<file path="src/rtl/dm_pkg.sv">
// dm_pkg: shared size codes, FSM states and alignment check for the load/store unit
package dm_pkg;
    localparam int DM_ADDR_W = 5;
    typedef enum logic [1:0] {SZ_BYTE = 2'b00, SZ_HALF = 2'b01, SZ_WORD = 2'b10, SZ_RSVD = 2'b11} size_e;
    typedef enum logic [1:0] {IDLE, RD, WR, DONE} state_e;
    function automatic logic misaligned(input logic [1:0] sz, input logic [1:0] lane);
        return (sz == SZ_RSVD) || (sz == SZ_HALF && lane[0]) || (sz == SZ_WORD && lane != 2'b00);
    endfunction
endpackage

</file>
<file path="src/rtl/dm_lsu_if.sv">
// dm_lsu_if: CPU-side request/response bus of the load/store unit
//   master (execute stage): drives req, wr, size, uns, addr, wdata; sees busy, done, err, rdata
//   slave (dm_lsu): the reverse
interface dm_lsu_if import dm_pkg::*; #(parameter int ADDR_W = DM_ADDR_W);
    logic              req;
    logic              wr;
    logic [1:0]        size;
    logic              uns;
    logic [ADDR_W+1:0] addr;
    logic [31:0]       wdata;
    logic              busy;
    logic              done;
    logic              err;
    logic [31:0]       rdata;
    modport master (output req, wr, size, uns, addr, wdata, input busy, done, err, rdata);
    modport slave (input req, wr, size, uns, addr, wdata, output busy, done, err, rdata);
endinterface

</file>
<file path="src/rtl/dm_lane_mux.sv">
// dm_lane_mux: little-endian lane extract/extend for loads and lane merge for stores
//   i_word: memory word, i_lane: addr[1:0], i_size/i_uns: access size and zero-extend flag
//   i_wdata: store data; o_load: extended load value; o_merge: word with lane replaced
module dm_lane_mux import dm_pkg::*; (
    input  logic [31:0] i_word,
    input  logic [1:0]  i_lane,
    input  logic [1:0]  i_size,
    input  logic        i_uns,
    input  logic [31:0] i_wdata,
    output logic [31:0] o_load,
    output logic [31:0] o_merge
);
    logic [4:0]  w_sh;
    logic [15:0] w_lane;
    logic [31:0] w_mask;
    always_comb begin
        w_sh    = {i_lane, 3'b000};
        w_lane  = 16'(i_word >> w_sh);
        w_mask  = (i_size == SZ_BYTE) ? 32'h0000_00FF << w_sh :
                  (i_size == SZ_HALF) ? 32'h0000_FFFF << w_sh : 32'hFFFF_FFFF;
        o_load  = (i_size == SZ_BYTE) ? {{24{~i_uns & w_lane[7]}}, w_lane[7:0]} :
                  (i_size == SZ_HALF) ? {{16{~i_uns & w_lane[15]}}, w_lane} : i_word;
        o_merge = (i_word & ~w_mask) | ((i_wdata << w_sh) & w_mask);
    end
endmodule

</file>
<file path="src/rtl/dm_lsu.sv">
// dm_lsu: load/store unit driving a 32-word data memory with sub-word read-modify-write
//   clk/rst: clock and synchronous active-high reset
//   bus: CPU request/response (dm_lsu_if.slave)
//   o_dm_addr/o_dm_wd/o_dm_we: memory word address, write data, write enable
//   i_dm_rd: combinational memory read data
module dm_lsu import dm_pkg::*; #(parameter int ADDR_W = DM_ADDR_W) (
    input  logic              clk,
    input  logic              rst,
    dm_lsu_if.slave           bus,
    output logic [ADDR_W-1:0] o_dm_addr,
    output logic [31:0]       o_dm_wd,
    output logic              o_dm_we,
    input  logic [31:0]       i_dm_rd
);
    state_e            r_state, w_next;
    logic              r_wr, r_uns, r_err;
    logic [1:0]        r_size;
    logic [ADDR_W+1:0] r_addr;
    logic [31:0]       r_wdata, r_hold, r_rdata;
    logic [31:0]       w_word, w_load, w_merge;
    always_ff @(posedge clk)
        r_state <= rst ? IDLE : w_next;
    always_comb begin
        w_next = r_state;
        unique case (r_state)
            IDLE: if (bus.req)
                w_next = misaligned(bus.size, bus.addr[1:0]) ? DONE :
                         (bus.wr && bus.size == SZ_WORD) ? WR : RD;
            RD:   w_next = r_wr ? WR : DONE;
            WR:   w_next = DONE;
            DONE: w_next = IDLE;
            default: w_next = IDLE;
        endcase
    end
    always_ff @(posedge clk) begin
        if (rst) begin
            r_wr    <= 1'b0;
            r_uns   <= 1'b0;
            r_err   <= 1'b0;
            r_size  <= '0;
            r_addr  <= '0;
            r_wdata <= '0;
            r_hold  <= '0;
            r_rdata <= '0;
        end else begin
            if (r_state == IDLE && bus.req) begin
                r_wr    <= bus.wr;
                r_uns   <= bus.uns;
                r_err   <= misaligned(bus.size, bus.addr[1:0]);
                r_size  <= bus.size;
                r_addr  <= bus.addr;
                r_wdata <= bus.wdata;
            end
            if (r_state == RD) begin
                r_hold <= i_dm_rd;
                if (!r_wr)
                    r_rdata <= w_load;
            end
        end
    end
    // loads extract straight from memory in RD; stores merge into the word held from RD
    assign w_word = (r_state == RD) ? i_dm_rd : r_hold;
    dm_lane_mux u_lane (
        .i_word (w_word),
        .i_lane (r_addr[1:0]),
        .i_size (r_size),
        .i_uns  (r_uns),
        .i_wdata(r_wdata),
        .o_load (w_load),
        .o_merge(w_merge)
    );
    assign o_dm_addr = r_addr[ADDR_W+1:2];
    assign o_dm_we   = (r_state == WR) && !rst;
    assign o_dm_wd   = (r_state == WR) ? w_merge : '0;
    assign bus.busy  = r_state != IDLE;
    assign bus.done  = r_state == DONE;
    assign bus.err   = (r_state == DONE) && r_err;
    assign bus.rdata = r_rdata;
endmodule

</file>
<file path="src/flat_wrapper.sv">
// flat-port wrapper written by rule: the top's interface ports become plain ports
module dm_lsu_flat import dm_pkg::*;
#(parameter int ADDR_W = DM_ADDR_W)
  (clk, rst, o_dm_addr, o_dm_wd, o_dm_we, i_dm_rd, bus_req, bus_wr, bus_size, bus_uns, bus_addr, bus_wdata, bus_busy, bus_done, bus_err, bus_rdata);
  dm_lsu_if #(.ADDR_W(ADDR_W)) bus_i ();
  input  logic clk;
  input  logic rst;
  output logic [ADDR_W-1:0] o_dm_addr;
  output logic [31:0] o_dm_wd;
  output logic o_dm_we;
  input  logic [31:0] i_dm_rd;
  input wire logic [$bits(bus_i.req)-1:0] bus_req;
  input wire logic [$bits(bus_i.wr)-1:0] bus_wr;
  input wire logic [$bits(bus_i.size)-1:0] bus_size;
  input wire logic [$bits(bus_i.uns)-1:0] bus_uns;
  input wire logic [$bits(bus_i.addr)-1:0] bus_addr;
  input wire logic [$bits(bus_i.wdata)-1:0] bus_wdata;
  output wire logic [$bits(bus_i.busy)-1:0] bus_busy;
  output wire logic [$bits(bus_i.done)-1:0] bus_done;
  output wire logic [$bits(bus_i.err)-1:0] bus_err;
  output wire logic [$bits(bus_i.rdata)-1:0] bus_rdata;
  assign bus_i.req = bus_req;
  assign bus_i.wr = bus_wr;
  assign bus_i.size = bus_size;
  assign bus_i.uns = bus_uns;
  assign bus_i.addr = bus_addr;
  assign bus_i.wdata = bus_wdata;
  assign bus_busy = bus_i.busy;
  assign bus_done = bus_i.done;
  assign bus_err = bus_i.err;
  assign bus_rdata = bus_i.rdata;
  dm_lsu #(.ADDR_W(ADDR_W)) u_core (.clk(clk), .rst(rst), .bus(bus_i), .o_dm_addr(o_dm_addr), .o_dm_wd(o_dm_wd), .o_dm_we(o_dm_we), .i_dm_rd(i_dm_rd));
endmodule
</file>
<file path="config.mk">
export PLATFORM = sky130hd
export DESIGN_NAME = dm_lsu_flat
export DESIGN_NICKNAME = d
export VERILOG_FILES = /design/src/rtl/dm_pkg.sv /design/src/rtl/dm_lsu_if.sv /design/src/rtl/dm_lane_mux.sv /design/src/rtl/dm_lsu.sv /design/src/flat_wrapper.sv
export SDC_FILE = /design/constraint.sdc
export NUM_CORES = 1
export LEC_CHECK = 0
export ABC_AREA = 0
export CAP_MARGIN = 20
export CORE_UTILIZATION = 40
export DETAILED_ROUTE_END_ITERATION = 10
export PLACE_DENSITY = 0.7
export RECOVER_POWER = 50
export SLEW_MARGIN = 20
export SYNTH_ARGS = -nofsm -noshare
export SYNTH_HDL_FRONTEND = slang
export SYNTH_SLANG_ARGS = --single-unit
</file>
<file path="constraint.sdc">
create_clock -name clk -period 3.1 [get_ports clk]
set_input_delay 0.465 -clock clk [delete_from_list [all_inputs] [get_ports clk]]
set_output_delay 0.465 -clock clk [all_outputs]
set_load 0.01 [all_outputs]
</file>
Yosys cells after proc, flatten, opt, wreduce, memory -nomap -nowiden --
Index checks and enable logic that the tools add are counted.
Word-level totals: logic and storage cells 54, output and inout port bits 73, register bits after elaboration 110, input port bits 78
Cells by class: reduce and logical (&&, ||, !) cells 14, muxes and demuxes 11, shift operators 4, bitwise gates (word level) 8, equality and inequality tests 8
Operators by type and width (count):
- $mux W32 | 6
- $and A32 B32 Y32 | 2
- $not A32 Y32 | 1
- $or A32 B32 Y32 | 1
- $shl A16 B5 Y32 const A | 1
- $shl A32 B5 Y32 | 1
- $shl A8 B5 Y32 const A | 1
- $shr A32 B5 Y16 | 1
- $eq A2 B2 Y1 const B | 4
- $pmux W2 S4 | 1
- $eq A2 B1 Y1 const B | 3
- $logic_and A1 B1 Y1 | 6
- $mux W2 | 3
- $logic_not A2 Y1 | 2
- $reduce_bool A2 Y1 | 2
- $and A1 B1 Y1 | 2
- $logic_or A1 B1 Y1 | 2
- $ne A2 B2 Y1 const B | 1
- $not A1 Y1 | 2
- $reduce_and A2 Y1 | 1
- $logic_not A1 Y1 | 1
- $mux W1 | 1

Longest topological paths before layout --
word-level depth 7, gate-level depth with buffers 12, mapped depth without buffers 7

By module --
A second synthesis with hierarchy kept.
Second synthesis, totals: cells, all modules 747, area, all modules 6249.7 um^2
Modules (own cells, without submodules):
- dm_lsu | cells each 501, seq. area each 2202.1 um^2, times used 1, area each 4306.6 um^2
- dm_lane_mux | cells each 246, seq. area each 0.0 um^2, times used 1, area each 1943.1 um^2

Least setup slack after synthesis --
OpenSTA, ideal clock, no wires.
path kind reg-to-output, start point register u_core.r_addr[0], end point output o_dm_wd[20], buffers on the path 2, data required time 2635 ps, stages on the path, launching flop included 8, arrival 2398 ps, setup slack 237 ps, path through dfxtp_1 clkbuf_1 inv_1 clkbuf_1 ha_1 a211oi_1 a221o_1 and3_1
Between the ends: cells in the longest elaborated chain, start to end 7, elaborated cells on any way between the ends 10, classes of those cells shift (3); mux (3); bitwise (4)
Ends and longest elaborated chain:
- from (decl) | RTL line dm_lsu.sv:18 | logic [ADDR_W+1:0] r_addr;
- from (signal assigned) | RTL line dm_lsu.sv:51 | r_addr <= bus.addr;
- $shl A16 B5 Y32 | RTL line dm_lane_mux.sv:20 | (i_size == SZ_HALF) ? 32'h0000_FFFF << w_sh : 32'hFFFF_FFFF;
- $mux W32 | RTL line dm_lane_mux.sv:20
- $mux W32 | RTL line dm_lane_mux.sv:19 | w_mask = (i_size == SZ_BYTE) ? 32'h0000_00FF << w_sh :
- $not A32 Y32 | RTL line dm_lane_mux.sv:23 | o_merge = (i_word & ~w_mask) | ((i_wdata << w_sh) & w_mask);
- $and A32 B32 Y32 | RTL line dm_lane_mux.sv:23
- $or A32 B32 Y32 (*) | RTL line dm_lane_mux.sv:23
- $mux W32 (*) | RTL line dm_lsu.sv:74 | assign o_dm_wd = (r_state == WR) ? w_merge : '0;
- to (decl) | RTL line flat_wrapper.sv:9 | output logic [31:0] o_dm_wd;
Mark *: on every way between the ends. The rest lies on a longest branch, timed or not.

Worst setup path after layout --
start point register u_core.r_state[1], end point output o_dm_wd[22]
Between the ends: cells in the longest elaborated chain, start to end 5, elaborated cells on any way between the ends 6, classes of those cells eq/ne (2); mux (2); bitwise (2)
Ends and longest elaborated chain:
- from (decl) | RTL line dm_lsu.sv:15 | state_e r_state, w_next;
- from (signal assigned) | RTL line dm_lsu.sv:22 | r_state <= rst ? IDLE : w_next;
- $eq A2 B1 Y1 | RTL line dm_lsu.sv:62 | assign w_word = (r_state == RD) ? i_dm_rd : r_hold;
- $mux W32 | RTL line dm_lsu.sv:62
- $and A32 B32 Y32 | RTL line dm_lane_mux.sv:23
- $or A32 B32 Y32 | RTL line dm_lane_mux.sv:23
- $mux W32 (*) | RTL line dm_lsu.sv:74
Marked as above.

==> impl_metrics.csv <==
group,metric,value,unit
run_status,status,"finished with violations",
run_status,violations,"max-capacitance violations, max-slew violations",
grt,met3_usage,4.42,%
synth,synthTopCellsByArea,"dfxtp_1 (39%), nand2_1 (7.8%), mux2i_1 (5.6%)",
grt,antenna_found_initial,0,
synth,async_reset_ff_share,0,%
synth,syn_nets,770,
setup_path,crit_chain,"inv_1, ha_4, buf_12, mux2_1, o211a_1, clkdlybuf4s50_1",
placed_design,port-buffer-count,150,
sta,maxSlewHeadroom,-15.1,%
final_layout,syn_to_final_growth,37.9,%
detailed_routing,drt-total-wl,19.1,mm
cts,htreeDepth,3,
grt,overflow,0,
min_path,hold_depth,2,
cts,clk_pin_slew,70,ps
detailed_routing,vias,5586,
synth,synth_flop_cell,"dfxtp_1",
synth,synth_largest_area_cell,"dfxtp_1",
sta,fin_crit,2990,ps
synth,synth_edf_count,0,
sta,finalHoldViolCount,0,
sta,timing.hold.ws,452,ps
setup_path,cp.depth,6,
setup_path,crit_required,2630,ps
synth,synth_seq_area_share,38.8,%
sta,finalSetupViolCount,0,
cts,cts_buffer_depth,2,
setup_path,end_kind,"output pin",
cts,ctsHoldBuffers,0,
detailed_routing,drtIter0Drc,500,
setup_path,reg2reg_depth,6,
sta,drv_slew,45,
job,maxCapViolCount,1,
floorplanning,start_util,41.0,%
grt,grt_pass1_wl,29.4,mm
grt,gr-usage-met2,40.4,%
min_path,hold_class,"register to register",
sta,worst_slew_pin_slew,1730,ps
setup_path,cp.buffers_inverters,3,
sta,rsz0062_at_grt,"false",
final_layout,nets,917,
synth,postSynthAreaPerCell,8.30,um^2
cts,cts_made_buffers,9,
floorplanning,coreArea,0.0138,mm^2
final_layout,n_antenna_cell,0,
grt,gr-usage-all-layers,26.5,%
setup_path,cp.arrival,2530,ps
setup_path,startpoint_type,"register",
cts,clkLatencyLatePin,360,ps
grt,grt_pass1_vias,5397,
cts,cts_tree,"built",
floorplanning,die_h,121,um
detailed_routing,drt_pass1_iterations,5,
final_layout,layout-drive-gt1-share,10.8,%
synth,ys_ff_latch,110,
setup_path,slowest_delay,480,ps
floorplanning,io_pins,151,
synth,synth_area,0.00567,mm^2
floorplanning,die_w,121,um
cts,clockRootBuffer,"clkbuf_16",
synth,netlist.area_leader.share,38.8,%
floorplanning,die_area,0.0147,mm^2
sta,fin_tns_setup,0,ps
placed_design,dp_hpwl,14.4,mm
detailed_routing,avgViaCountPerCell,5.50,
sta,finalCritPeriodShare,96.5,%
detailed_routing,routedWlPerCell,18.8,um
power,vdd_drop_max,322,uV
grt,grt_busiest_layer,"met2",
floorplanning,rows,43,
grt,grt_max_degree,58,
sta,fin_skew,6.24,ps
detailed_routing,ant_nets,0,
power,total_leakage_power,3.00,nW
placed_design,gp_congestion,0.876,
setup_path,crit_family,"buffers and inverters",
detailed_routing,drc,0,
synth,yosysWarnings,0,
synth,yosysUniqueCellTypes,44,
power,power_density,891,mW/mm^2
setup_path,crit_type,"register to output pin",
setup_path,slowest_stage,"clkdlybuf4s50_1",
cts,cts_sinks,110,
sta,fmax,334,MHz
synth,postSynthCellCount,683,
grt,grtUsageMet1,37.1,%
setup_path,crit_fanout,27,
==> cells in the mapped netlist (all sizes together) (3+ instances only) <==
| master | instances |
|---|---|
| a211oi | 32 |
| a21boi | 3 |
| a21oi | 56 |
| a221o | 6 |
| a221oi | 11 |
| a222oi | 3 |
| a22oi | 7 |
| and2 | 11 |
| and3 | 5 |
| buf | 20 |
| clkbuf | 40 |
| dfxtp | 110 |
| ha | 9 |
| inv | 10 |
| mux2 | 26 |
| mux2i | 32 |
| nand2 | 118 |
| nand2b | 12 |
| nor2 | 71 |
| nor2b | 28 |
| nor3 | 9 |
| o211a | 4 |
| o211ai | 5 |
| o21a | 10 |
| o21ai | 13 |
| o221ai | 8 |
| o22ai | 13 |
==> cell type report <==
cell class	instances	area (um^2)
Fill cell	1235	6010
Multi-Input combinational cell	503	3170
Sequential cell	110	2200
Timing Repair Buffer	196	1840
Clock buffer	9	225
Tap cell	180	225
Clock inverter	7	123
Inverter	10	37.5
==> final timing paths <==
check	start	end	slack (ps)
setup reg to reg	u_core.r_state[1]	u_core.r_wdata[0]	490
hold reg to reg	u_core.r_err	u_core.r_err	450
hold / removal	u_core.r_err	u_core.r_err	450
setup / recovery	u_core.r_state[1]	o_dm_wd[22]	110
==> cells by family (layout without fill, tap and decap cells) <==
logic type      count (synthesis)  count (layout)  synth area share, %
compound gates                176             176                 21.9
mux                            59              59                 11.2
fa+ha+maj                       9               9                 1.99
flops                         110             110                 38.8
simple gates                  259             259                 20.2
buf+inv                        70             222                 5.78
==> where the power goes <==
part | switching (mW) | internal [mW]
clock | 0.542 | 0.792
combinational | 1.98 | 1.62
sequential | 0.240 | 1.79
total | 2.76 | 4.20
==> sequential cells by signal, indices dropped and copies added (netlist names) <==
signal	count
u_core.r_err	1
u_core.r_addr	7
u_core.r_wr	1
u_core.r_uns	1
u_core.r_wdata	32
u_core.r_state	2
u_core.r_hold	32
u_core.bus.rdata	32
u_core.r_size	2
==> metrics by stage <==
stage          std cells  cell area (um^2)  power, mW  worst slack, ps  util (%)
5_1_grt             1015              7820       7.38             6.01      56.6
3_5_place_dp         990              7400       5.63              327      53.5
3_3_place_gp         990              7400       5.58              135      53.5
4_1_cts             1006              7760       6.98             20.9      56.2
2_1_floorplan        683              5670       4.17              237         -
6_report            1015              7820       6.97              110      56.6
==> layout by cell type, fill, tap and decap left out, types with 10 or more instances in the layout <==
cell,Yosys,final
clkbuf_1,40,11
dfxtp_1,110,108
nor2b_1,28,27
a211oi_1,22,22
mux2i_1,32,32
a221oi_1,11,11
nand2b_1,12,12
o21a_1,10,10
nand2_1,118,118
and2_1,11,11
o21ai_0,13,13
a211oi_2,10,10
nor2_1,71,71
clkdlybuf4s50_1,0,124
mux2_2,26,18
o22ai_1,13,13
buf_4,6,33
a21oi_1,56,56
dlygate4sd3_1,0,23
==> repair_timing <==
action | in CTS | in global routing
setup buffers | 0 | 9
gates resized for setup | 3 | 10
setup endpoints to repair | 18 | 21
==> worst reg2reg max path: stages (launching register included) <==
cell      delay, ps
dfxtp_1         330
inv_1           160
ha_1            230
and2_1          130
clkbuf_1       1230
nand2_1         270
a21oi_1         190
==> layer usage <==
| metal | share of wire [%] | wire length, um |
|---|---|---|
| met1 | 46 | 8700 |
| met2 | 45 | 8510 |
| met3 | 7.4 | 1410 |
| met4 | 2.4 | 459 |
| met5 | 0 | 0 |
(Power assumes the default switching activity.)
